[config.mk]
export PLATFORM = sky130hd
export DESIGN_NAME = f_norm_pipe
export DESIGN_NICKNAME = d
export VERILOG_FILES = /design/src/rtl/f_norm_pipe.sv
export SDC_FILE = /design/constraint.sdc
export NUM_CORES = 1
export LEC_CHECK = 0
export ABC_AREA = 1
export CORE_ASPECT_RATIO = 0.7
export CORE_MARGIN = 8
export CORE_UTILIZATION = 25
export CTS_CLUSTER_SIZE = 25
export DETAILED_ROUTE_END_ITERATION = 12
export HOLD_SLACK_MARGIN = 0.02
export SYNTH_ARGS = -nofsm -noshare
export SYNTH_HDL_FRONTEND = slang
export SYNTH_SLANG_ARGS = --single-unit
[constraint.sdc]
create_clock -name clk -period 3.55 [get_ports clk]
set_input_delay 0.8875 -clock clk [delete_from_list [all_inputs] [get_ports clk]]
set_output_delay 0.8875 -clock clk [all_outputs]
set_load 0.03 [all_outputs]
[src/rtl/f_norm_pipe.sv]
// Purpose : two-stage mantissa normaliser (LZC, left shift, exponent adjust, denormal clamp).
// Latency : two register stages (input capture with LZC, then shift/adjust into the output regs).
// Backpres: valid/ready on both sides; in_ready is combinational from out_ready; holds 2 beats.
//
// Ports:
//   clk, reset_n             clock, async active-low reset
//   in_valid/in_ready        input handshake; in_mant (MW), in_exp (EW, biased)
//   out_valid/out_ready      output handshake
//   out_mant, out_exp        normalised mantissa and adjusted exponent
//   out_lzc                  true leading-zero count (0..MW), even when the shift is clamped
//   out_zero, out_denorm     mantissa was zero / shift was clamped by the exponent
module f_norm_pipe #(
  parameter int MW = 23,
  parameter int EW = 8,
  parameter int LW = $clog2(MW + 1)
) (
  input  logic          clk,
  input  logic          reset_n,
  input  logic          in_valid,
  output logic          in_ready,
  input  logic [MW-1:0] in_mant,
  input  logic [EW-1:0] in_exp,
  output logic          out_valid,
  input  logic          out_ready,
  output logic [MW-1:0] out_mant,
  output logic [EW-1:0] out_exp,
  output logic [LW-1:0] out_lzc,
  output logic          out_zero,
  output logic          out_denorm
);

  // Common width for comparing the count against the exponent without truncation.
  localparam int CW = ((LW > EW) ? LW : EW) + 1;

  logic          a_vld;
  logic [MW-1:0] a_mant;
  logic [EW-1:0] a_exp;
  logic [LW-1:0] a_lzc;
  logic          b_vld;
  logic          adv_a;
  logic          adv_b;
  logic [LW-1:0] lzc_in;
  logic [CW-1:0] lzc_x;
  logic [CW-1:0] exp_x;
  logic [MW-1:0] nx_mant;
  logic [EW-1:0] nx_exp;
  logic          nx_zero;
  logic          nx_denorm;

  assign adv_b     = !b_vld || out_ready;
  assign adv_a     = !a_vld || adv_b;
  assign in_ready  = adv_a;
  assign out_valid = b_vld;

  // Scan upward so the highest set bit writes last and wins; no set bit leaves MW.
  always_comb begin
    lzc_in = LW'(MW);
    for (int i = 0; i < MW; i++) begin
      if (in_mant[i]) lzc_in = LW'(MW - 1 - i);
    end
  end

  always_ff @(posedge clk or negedge reset_n) begin
    if (!reset_n) begin
      a_vld  <= 1'b0;
      a_mant <= '0;
      a_exp  <= '0;
      a_lzc  <= '0;
    end else if (adv_a) begin
      a_vld <= in_valid;
      if (in_valid) begin
        a_mant <= in_mant;
        a_exp  <= in_exp;
        a_lzc  <= lzc_in;
      end
    end
  end

  assign lzc_x = CW'(a_lzc);
  assign exp_x = CW'(a_exp);

  // When the exponent cannot absorb the full shift, shift only by the exponent
  // so the result lands on exponent 0 instead of wrapping.
  always_comb begin
    nx_mant   = '0;
    nx_exp    = '0;
    nx_zero   = 1'b0;
    nx_denorm = 1'b0;
    if (a_lzc == LW'(MW)) begin
      nx_zero = 1'b1;
    end else if (lzc_x < exp_x) begin
      nx_mant = a_mant << a_lzc;
      nx_exp  = EW'(exp_x - lzc_x);
    end else begin
      nx_mant   = a_mant << a_exp;
      nx_denorm = 1'b1;
    end
  end

  always_ff @(posedge clk or negedge reset_n) begin
    if (!reset_n) begin
      b_vld      <= 1'b0;
      out_mant   <= '0;
      out_exp    <= '0;
      out_lzc    <= '0;
      out_zero   <= 1'b0;
      out_denorm <= 1'b0;
    end else if (adv_b) begin
      b_vld <= a_vld;
      if (a_vld) begin
        out_mant   <= nx_mant;
        out_exp    <= nx_exp;
        out_lzc    <= a_lzc;
        out_zero   <= nx_zero;
        out_denorm <= nx_denorm;
      end
    end
  end

endmodule

==> metrics.md <==
| Metric | Value |
|---|---|
| Core box area | 17850 sq um |
| Initial Utilization | 0.2535 |
| PwrDens | 709.4 nW/um^2 |
| Reg2reg end | out_mant[22] |
| H-Tree Level Count | 3 |
| Synthesized instance count | 633 |
| Max Freq | 0.3113 GHz |
| Largest net degree at the start of global routing | 77 |
| DRT iter0 DRCs | roughly 450 |
| Reg power frac | 0.309 |
| CTS tree | yes |
| DIE AREA | 22730 sq um |
| Logic gate share of total power | 0.462 |
| Clock power share | 0.229 |
| P_int | 2.327 mW |
| Yosys cell types | 42 |
| CTS root buffer | clkbuf_16 |
| Count of final setup violators | 0 |
| Dpl hpwl | 10.45 mm |
| Slew at the pin closest to its max-slew limit | ~1 ns |
| Nets | 739 |
| Reported max-cap violation count | 0 |
| CP Capture Type | register |
| Startpoint types | register |
| Hold buffer count at CTS | 0 |
| Area Growth Syn to Fin | 26.76% |
| DR WL/cell | roughly 14 microns |
| Register bit count reported by yosys | 76 |
| Gr usage total | 0.1198 |
| Vias/cell | 4.587 |
| Lkg Pwr | approximately 2.8 nW |
| Placed insts | 923 |
| Sequential area share after synthesis | 0.4202 |
| Net Sw Frac | 0.4283 |
| Worst Path Arrival | between 3 and 4 ns |
| NetSw | 1.743 mW |
| Worst reg2reg setup slack | 0.34 ns |
| Final std cells w/o fill | 939 |
| Final Max Slew Viols | 0 |
| R2R cell count | 15 |
| Post-route clock skew | 0.009699 ns |
| Cell Area, Synth | approximately 4500 sq um |
| Num CTS Buffers | 9 |
| WS Path Type | register to register |
| PortBufs | 74 |
| DR vias | 4307 |
| Post-synth EDFFs | 0 |
| # rows | 41 |
| Share of layout cells above drive strength 1 | 0.06970 |
| Max VDD drop | between 0.3 and 0.4 mV |
| Hold depth | 2 |
| Cts repair resizes | 0 |
| Async S/R FF share, synth | 1.000 |
| Placer Congestion | approximately 0.9 |
| Peak fanout along the critical path | 21 |
| Placed cell area | 5438 sq um |
| Status | finished, final reports clean |
| Tcrit/Tclk final | 0.9048 |
| TNS Setup | 0 ns |
| Initial antenna violation count | 0 |
| CTS max path bufs | 2 |
| First drt pass iteration count | 5 |
| Die Span X | 176.8 microns |
| HP Class | register to register |
| Ant diodes | 0 |
| Final hold viol count | 0 |
| Final Critical Period | 3.212 ns |
| Hold Path End | out_mant[22] |
| Post-route cell area | 5737 sq um |
| Hold path start | out_mant[22] |
| CP required | 3.83 ns |
| Slew headroom | 0.3419 |
| Clock Latency Late Sink | 0.34 ns |
| Global route overflow | 0 |
| Synthesized net count | 674 |
| RSZ-0062 raised after global routing | no |
| Final core occ | 0.3213 |
| Post-CTS Repair Setup Buffers | 0 |
| Die Ht | 128.6 microns |
| CTS sink cnt | 76 |
| CTS clk-pin slew, worst paths | 0.06 ns |
| Primary FF master, synth | dfrtp_1 |
| Post-Syn Area per Cell | a little over 7 sq um |
| Number of global-route vias before repair | 4200 |
| R2r startpoint | a_exp[0] |
| First-pass GRT wire length | 22.00 mm |
| I/O Pins | 75 |
| Synthesis Warnings | 0 |
| # DRC | 0 |
| Final WL | approximately 13 mm |
| Antenna-violating nets left | 0 |
-- cell type report --
type | count | area (sq um)
flip-flops and latches | 76 | 1902
repair buffers | 79 | 775.7
clock buffers | 10 | 229.0
inverters | 64 | 240.2
multi-input cells | 468 | 2225
well taps | 236 | 295.3
clock inverters | 6 | 70.07
fillers | 1965 | 12120
-- logic make-up (layout without fill, tap and decap cells) --
group / Yosys count / in the layout / share of synthesized area
AOI/OAI and AO/OA: 89 / 89 / 0.1164
and+or+nand+nor: 369 / 369 / 0.3492
xor gates and xnor gates: 4 / 4 / 0.007743
adders and majority gates: 6 / 6 / 0.01825
DFF: 76 / 76 / 0.4202
buffers and inverters: 89 / 159 / 0.08819
-- per-layer routing --
layer	share of wire	vias up	global-route usage
li1	-	2177	-
met1	0.51	2005	0.1740
met2	0.43	115	0.1757
met3	0.056	10	0.03044
met4	0.0074	0	0.02514
met5	0	-	0
-- metrics by stage --
stage	hold slack (ns)	worst slack [ns]	power (mW)
floorplan	0.4530	0.9547	2.471
global placement	0.4650	0.4913	3.153
detailed placement	0.4690	0.4214	3.155
CTS	0.4854	0.3609	4.100
global route	0.5136	0.04645	4.350
finish	0.4791	0.3379	4.070
-- cells in the final DEF, fill, tap and decap left out, drive strengths merged, types with 3 or more instances in the layout --
master,n
nand2,256
nor2,19
dfrtp,76
clkbuf,10
o21ai,65
clkinv,4
buf,6
nand3,85
ha,5
a21oi,10
clkdlybuf4s50,73
xor2,3
o211ai,3
inv,65
-- critical path: stages (launching register included) --
cell and delay (ns):
dfrtp_1 0.41, inv_1 0.14, ha_1 0.16, inv_1 0.06, fa_1 0.40, a21oi_1 0.27
o211ai_2 0.15, nand2_2 0.32, nand2_1 0.13, o21ai_2 0.22, inv_2 0.27, nand3_1 0.19
nand3_1 0.13, a21oi_1 0.14, nand2_1 0.09, nand2_1 0.06
-- synthesized netlist by cell type (3+ instances only) --
| cell type | n | area share |
|---|---|---|
| ha_1 | 5 | 0.014 |
| a21oi_1 | 10 | 0.011 |
| o211ai_2 | 3 | 0.0083 |
| buf_4 | 3 | 0.0050 |
| inv_1 | 57 | 0.047 |
| nor2_1 | 17 | 0.014 |
| clkbuf_1 | 10 | 0.0083 |
| o21ai_0 | 56 | 0.062 |
| xor2_1 | 3 | 0.0058 |
| nand3_1 | 84 | 0.093 |
| nand2_4 | 4 | 0.010 |
| inv_2 | 6 | 0.0050 |
| nand2_1 | 248 | 0.21 |
| nand2_2 | 4 | 0.0055 |
| dfrtp_1 | 76 | 0.42 |
| buf_2 | 6 | 0.0066 |
| o21ai_1 | 5 | 0.0055 |
| buf_6 | 4 | 0.010 |
-- worst max-delay path by stage --
stage | cells past startpoint | startpoint | endpoint | slack [ns]
after global routing | 15 | a_exp[0] | out_mant[22] | 0.05
after floorplan | 20 | a_exp[0] | out_mant[22] | 0.95
after detailed placement | 15 | a_exp[0] | out_mant[22] | 0.42
after CTS | 15 | a_exp[0] | out_mant[22] | 0.36
after global placement | 4 | out_ready | in_ready | 0.49
final | 15 | a_exp[0] | out_mant[22] | 0.34
-- power groups by stage --
stage               sequential (mW)  clock, mW  combinational (mW)
finish                         1.26      0.932                1.88
floorplan                      1.58          0               0.890
CTS                            1.26      0.950                1.89
global route                   1.29      0.984                2.08
detailed placement             1.27          0                1.88
global placement               1.27          0                1.88
-- flip-flops by register name, summed over array words and instances (netlist names), 5 cells and up --
signal and flops:
a_mant 23, out_mant 23, a_exp 8, out_exp 8, a_lzc 5, out_lzc 5
Note: power is estimated with default switching activity, not from simulation.
